===== config.mk =====
export PLATFORM = sky130hd
export DESIGN_NAME = p_int_mac_acc
export DESIGN_NICKNAME = d
export VERILOG_FILES = /design/src/rtl/p_int_mac_acc.sv
export SDC_FILE = /design/constraint.sdc
export NUM_CORES = 1
export LEC_CHECK = 0
export CORE_UTILIZATION = 60
export DETAILED_ROUTE_END_ITERATION = 8
export PLACE_DENSITY_LB_ADDON = 0.3
export SLEW_MARGIN = 20
export SYNTH_ARGS = -nofsm -noshare
export SYNTH_HDL_FRONTEND = slang
export SYNTH_SLANG_ARGS = --single-unit

===== constraint.sdc =====
create_clock -name clk -period 8 [get_ports clk]
set_input_delay 1.6 -clock clk [delete_from_list [all_inputs] [get_ports clk]]
set_output_delay 1.6 -clock clk [all_outputs]
set_load 0.01 [all_outputs]

===== src/rtl/p_int_mac_acc.sv =====
// Multiply-accumulate stage: sums each group of NUM input*weight products into one
// dot product, through a product register, an accumulator and a one-entry output register.
module p_int_mac_acc #(
   parameter int SIGN     = 1,
   parameter int I_PREC   = 16,
   parameter int W_PREC   = 16,
   parameter int NUM      = 8,
   parameter int ACC_PREC = 40
) (
   input  logic                clk,
   input  logic                reset,
   input  logic                in_valid,
   output logic                in_ready,
   input  logic [I_PREC-1:0]   in_data,
   input  logic [W_PREC-1:0]   in_weight,
   output logic                out_valid,
   input  logic                out_ready,
   output logic [ACC_PREC-1:0] out_sum
);

   localparam int P_W   = I_PREC + W_PREC;
   localparam int CNT_W = $clog2(NUM);
   localparam logic [CNT_W-1:0] CNT_LAST = CNT_W'(NUM - 1);

   logic [CNT_W-1:0]    cnt;
   logic [P_W-1:0]      data_ext;
   logic [P_W-1:0]      weight_ext;
   logic [P_W-1:0]      prod;
   logic [P_W-1:0]      p;
   logic                p_valid;
   logic                p_first;
   logic                p_last;
   logic [ACC_PREC-1:0] acc;
   logic [ACC_PREC-1:0] p_ext;
   logic [ACC_PREC-1:0] sum;
   logic                sign_d;
   logic                sign_w;
   logic                sign_p;
   logic                accept;
   logic                complete;

   assign sign_d = (SIGN != 0) && in_data[I_PREC-1];
   assign sign_w = (SIGN != 0) && in_weight[W_PREC-1];
   assign sign_p = (SIGN != 0) && p[P_W-1];

   // Low P_W bits of the product of the extended operands are exact in both modes.
   assign data_ext   = {{W_PREC{sign_d}}, in_data};
   assign weight_ext = {{I_PREC{sign_w}}, in_weight};
   assign prod       = data_ext * weight_ext;

   assign p_ext    = {{(ACC_PREC-P_W){sign_p}}, p};
   assign sum      = p_first ? p_ext : acc + p_ext;
   assign in_ready = !reset && (!out_valid || out_ready);
   assign accept   = in_valid && in_ready;
   assign complete = p_valid && p_last;

   always_ff @(posedge clk) begin
      if (reset) begin
         cnt       <= '0;
         p         <= '0;
         p_valid   <= 1'b0;
         p_first   <= 1'b0;
         p_last    <= 1'b0;
         acc       <= '0;
         out_valid <= 1'b0;
         out_sum   <= '0;
      end else begin
         p_valid <= accept;
         if (accept) begin
            p       <= prod;
            p_first <= (cnt == '0);
            p_last  <= (cnt == CNT_LAST);
            cnt     <= (cnt == CNT_LAST) ? '0 : cnt + 1'b1;
         end
         if (p_valid)
            acc <= sum;
         // A completion always wins over a consume on the same edge.
         if (complete) begin
            out_sum   <= sum;
            out_valid <= 1'b1;
         end else if (out_ready) begin
            out_valid <= 1'b0;
         end
      end
   end

   no_overwrite: assert property (@(posedge clk) disable iff (reset)
      !(complete && out_valid && !out_ready));

endmodule

==> impl_metrics.env <==
export IMPL_hold_path_class="register to register"
export IMPL_crit_arrival_ns=7.87
export IMPL_avgSynthCellArea_um2=8.61
export IMPL_wl_um=37600
export IMPL_ys_seq_area_frac=0.146
export IMPL_cp_slowest_cell="clkdlybuf4s50_1"
export IMPL_design_area_mm2=0.0183
export IMPL_yosysTopAreaCellShare=0.322
export IMPL_syn_nets=2323
export IMPL_syn_area_mm2=0.0164
export IMPL_antenna_left=0
export IMPL_clock_sinks=119
export IMPL_synth_top_cell_by_area="fa_1"
export IMPL_placed_cell_area_mm2=0.0176
export IMPL_grt_pass1_wl_um=64400
export IMPL_root_buffer="clkbuf_16"
export IMPL_synthTopCellsByCount="inv_1 (319), fa_1 (263), nand2_1 (188)"
export IMPL_viasPerCell=5.62
export IMPL_final_max_slew_viol_count=0
export IMPL_path_common_cell="fa_1"
export IMPL_run_status="complete, no violations"
export IMPL_max_slew_margin=0.352
export IMPL_cts_buffers_inserted=17
export IMPL_drc=0
export IMPL_grt_overflow=0
export IMPL_die_h_um=167
export IMPL_setup_viol=0
export IMPL_die_w_um=167
export IMPL_rows=60
export IMPL_post_cts_buffers=0
export IMPL_via_count=13000
export IMPL_max_freq_mhz=132
export IMPL_final_core_util=0.680
export IMPL_tritoncts="built"
export IMPL_hold_violations=0
export IMPL_start_util=0.609
export IMPL_drt_first_iter_violations=866
export IMPL_clkLatencyLatePin_ns=0.43
export IMPL_cts_max_level=4
export IMPL_n_antenna_cell=0
export IMPL_track_usage=0.282
export IMPL_synth_edf_count=0
export IMPL_synth_ff_type="dfxtp_1"
export IMPL_finalCriticalPeriod_ns=7.60
export IMPL_synth_seq_cells=119
export IMPL_max_cap_viol_count=0
export IMPL_startpoint_type="primary input"
export IMPL_wire_per_inst_um=16.2
export IMPL_io_pins=78
export IMPL_hold_ws_ns=0.459
export IMPL_worstMarginPinSlew_ns=0.968
export IMPL_clk_pin_slew_worst_paths_ns=0.06
export IMPL_drive_above_1_share=0.0502
export IMPL_syn_inst=1900
export IMPL_grt_max_degree=83
export IMPL_yosys_warnings=0
export IMPL_place_congestion=0.991
export IMPL_synth_cell_type_count=65
export IMPL_synth_most_common_cell="inv_1"
export IMPL_stdcell_count=2315
export IMPL_grt_pass1_vias=13500
export IMPL_fin_crit_sh=0.949
export IMPL_clock_skew_ns=0.00745
export IMPL_dp_cells=2283
export IMPL_dpl_hpwl_um=30500
export IMPL_first_pass_iters=7
export IMPL_path_class="primary input to register"
export IMPL_port_buffers=77
export IMPL_worstPathRequired_ns=8.28
export IMPL_dieArea_mm2=0.0279
export IMPL_cp_max_fo=11
export IMPL_max_clock_path_buffers=2
export IMPL_cp_end_kind="register"
export IMPL_nNetsFinal=2384
export IMPL_antenna_found_initial=0
export IMPL_slowest_delay_ns=0.79
export IMPL_area_growth_syn_to_layout_pct=11.7
export IMPL_ys_top_cells_by_area="fa_1 (32%), dfxtp_1 (15%), ha_1 (9.5%)"
export IMPL_coreArea_mm2=0.0269
export IMPL_path_cells="clkdlybuf4s50_1 -> nand2_1 -> fa_1 -> inv_1 -> fa_1 -> fa_1 -> fa_1 -> fa_1 -> inv_1 -> fa_1 -> inv_1 -> ha_1 -> o21ai_0 -> o21a_1 -> a21oi_1 -> nand2b_1 -> o2111ai_1 -> and4_1 -> or2_2 -> nand2b_1 -> mux2i_1 -> a31oi_1"
export IMPL_async_flop_share=0
sequential cells by signal (all words and copies together) (netlist names):
signal	cells
p_valid	1
p_first	1
p	32
out_sum	40
out_valid	1
acc	40
cnt	3
p_last	1
routing by layer:
metal | GRT usage | up-vias | routed length [µm]
li1 | - | 6243 | -
met1 | 0.376 | 6286 | 16800
met2 | 0.487 | 417 | 18100
met3 | 0.0350 | 56 | 2020
met4 | 0.0770 | 0 | 650
met5 | 0 | - | 0
final timing paths:
| check | startpoint | to | slack (ns) | depth (start not counted) |
|---|---|---|---|---|
| worst max-delay path | in_weight[10] | p[29]$_SDFFE_PP0P_ | 0.40 | 22 |
| worst min-delay path | out_sum[8]$_SDFFE_PP0P_ | out_sum[8]$_SDFFE_PP0P_ | 0.46 | 2 |
| worst max register to register | p[0]$_SDFFE_PP0P_ | acc[36]$_SDFFE_PP0P_ | 4.31 | 12 |
| worst min register to register | out_sum[8]$_SDFFE_PP0P_ | out_sum[8]$_SDFFE_PP0P_ | 0.46 | 2 |
metrics by stage:
| step | setup WS, ns | setup TNS [ns] |
|---|---|---|
| floorplan | 0.892 | 0 |
| global placement | 0.126 | 0 |
| detailed placement | -0.0357 | -0.0357 |
| CTS | 0.406 | 0 |
| global route | -0.00184 | -0.00184 |
| finish | 0.404 | 0 |
kinds of logic (layout without fill, tap and decap cells):
kind of cell             after synthesis  after routing  share of synthesized area
adder cells (fa/ha/maj)              387            387                      0.416
AND/OR/NAND/NOR                      534            534                      0.156
XOR/XNOR                              63             63                     0.0342
buffers and inverters                405            479                     0.0931
multiplexers                          12             12                    0.00734
AO/OA/AOI/OAI                        380            380                      0.147
flip-flops                           119            119                      0.146
cell type report:
cell class              count  area, µm²
clock buffers              21        460
inverters                 320       1200
flip-flops and latches    119       2380
fillers                  2119       8590
repair buffers            127       1140
clock inverters            11        196
multi-input cells        1376      12500
well taps                 341        427
layout by cell type (no fill, tap or decap), types with 5 or more instances in the layout:
master	netlist	routed
buf_4	0	50
o21ai_0	100	100
nor3_1	12	12
xor2_1	25	25
a211oi_1	63	62
o31ai_1	5	5
ha_1	124	124
nor2_1	114	114
a21o_1	33	33
xnor2_1	37	37
nor2b_1	7	7
dfxtp_1	119	118
mux2i_1	12	12
a21oi_1	95	95
nand2_1	188	187
and3_1	5	5
clkinvlp_4	0	5
o21a_1	8	8
a311oi_1	6	6
clkbuf_16	0	17
inv_1	319	319
nand4_1	6	6
o21bai_1	12	12
bufinv_16	0	5
and2_1	127	126
o21ai_1	5	5
nand2b_1	13	13
clkdlybuf4s50_1	0	75
a31oi_1	16	16
nand3_1	43	43
fa_1	263	262
critical path, delay by kind of cell:
family / cells / cell delay, ns
AOI/OAI and AO/OA: 5 / 0.79
adders and majority gates: 7 / 3.41
buffers and inverters: 4 / 0.95
muxes: 1 / 0.15
and+or+nand+nor: 5 / 0.98
repair_timing:
action | in CTS | in global routing
gates resized for setup | 0 | 3
endpoints found under the setup margin | 0 | 1
hold buffers | 0 | 0
Power is left out: the tool's default activity adds up to more than one toggle a clock period on the data nets, which glitch-free logic cannot reach.
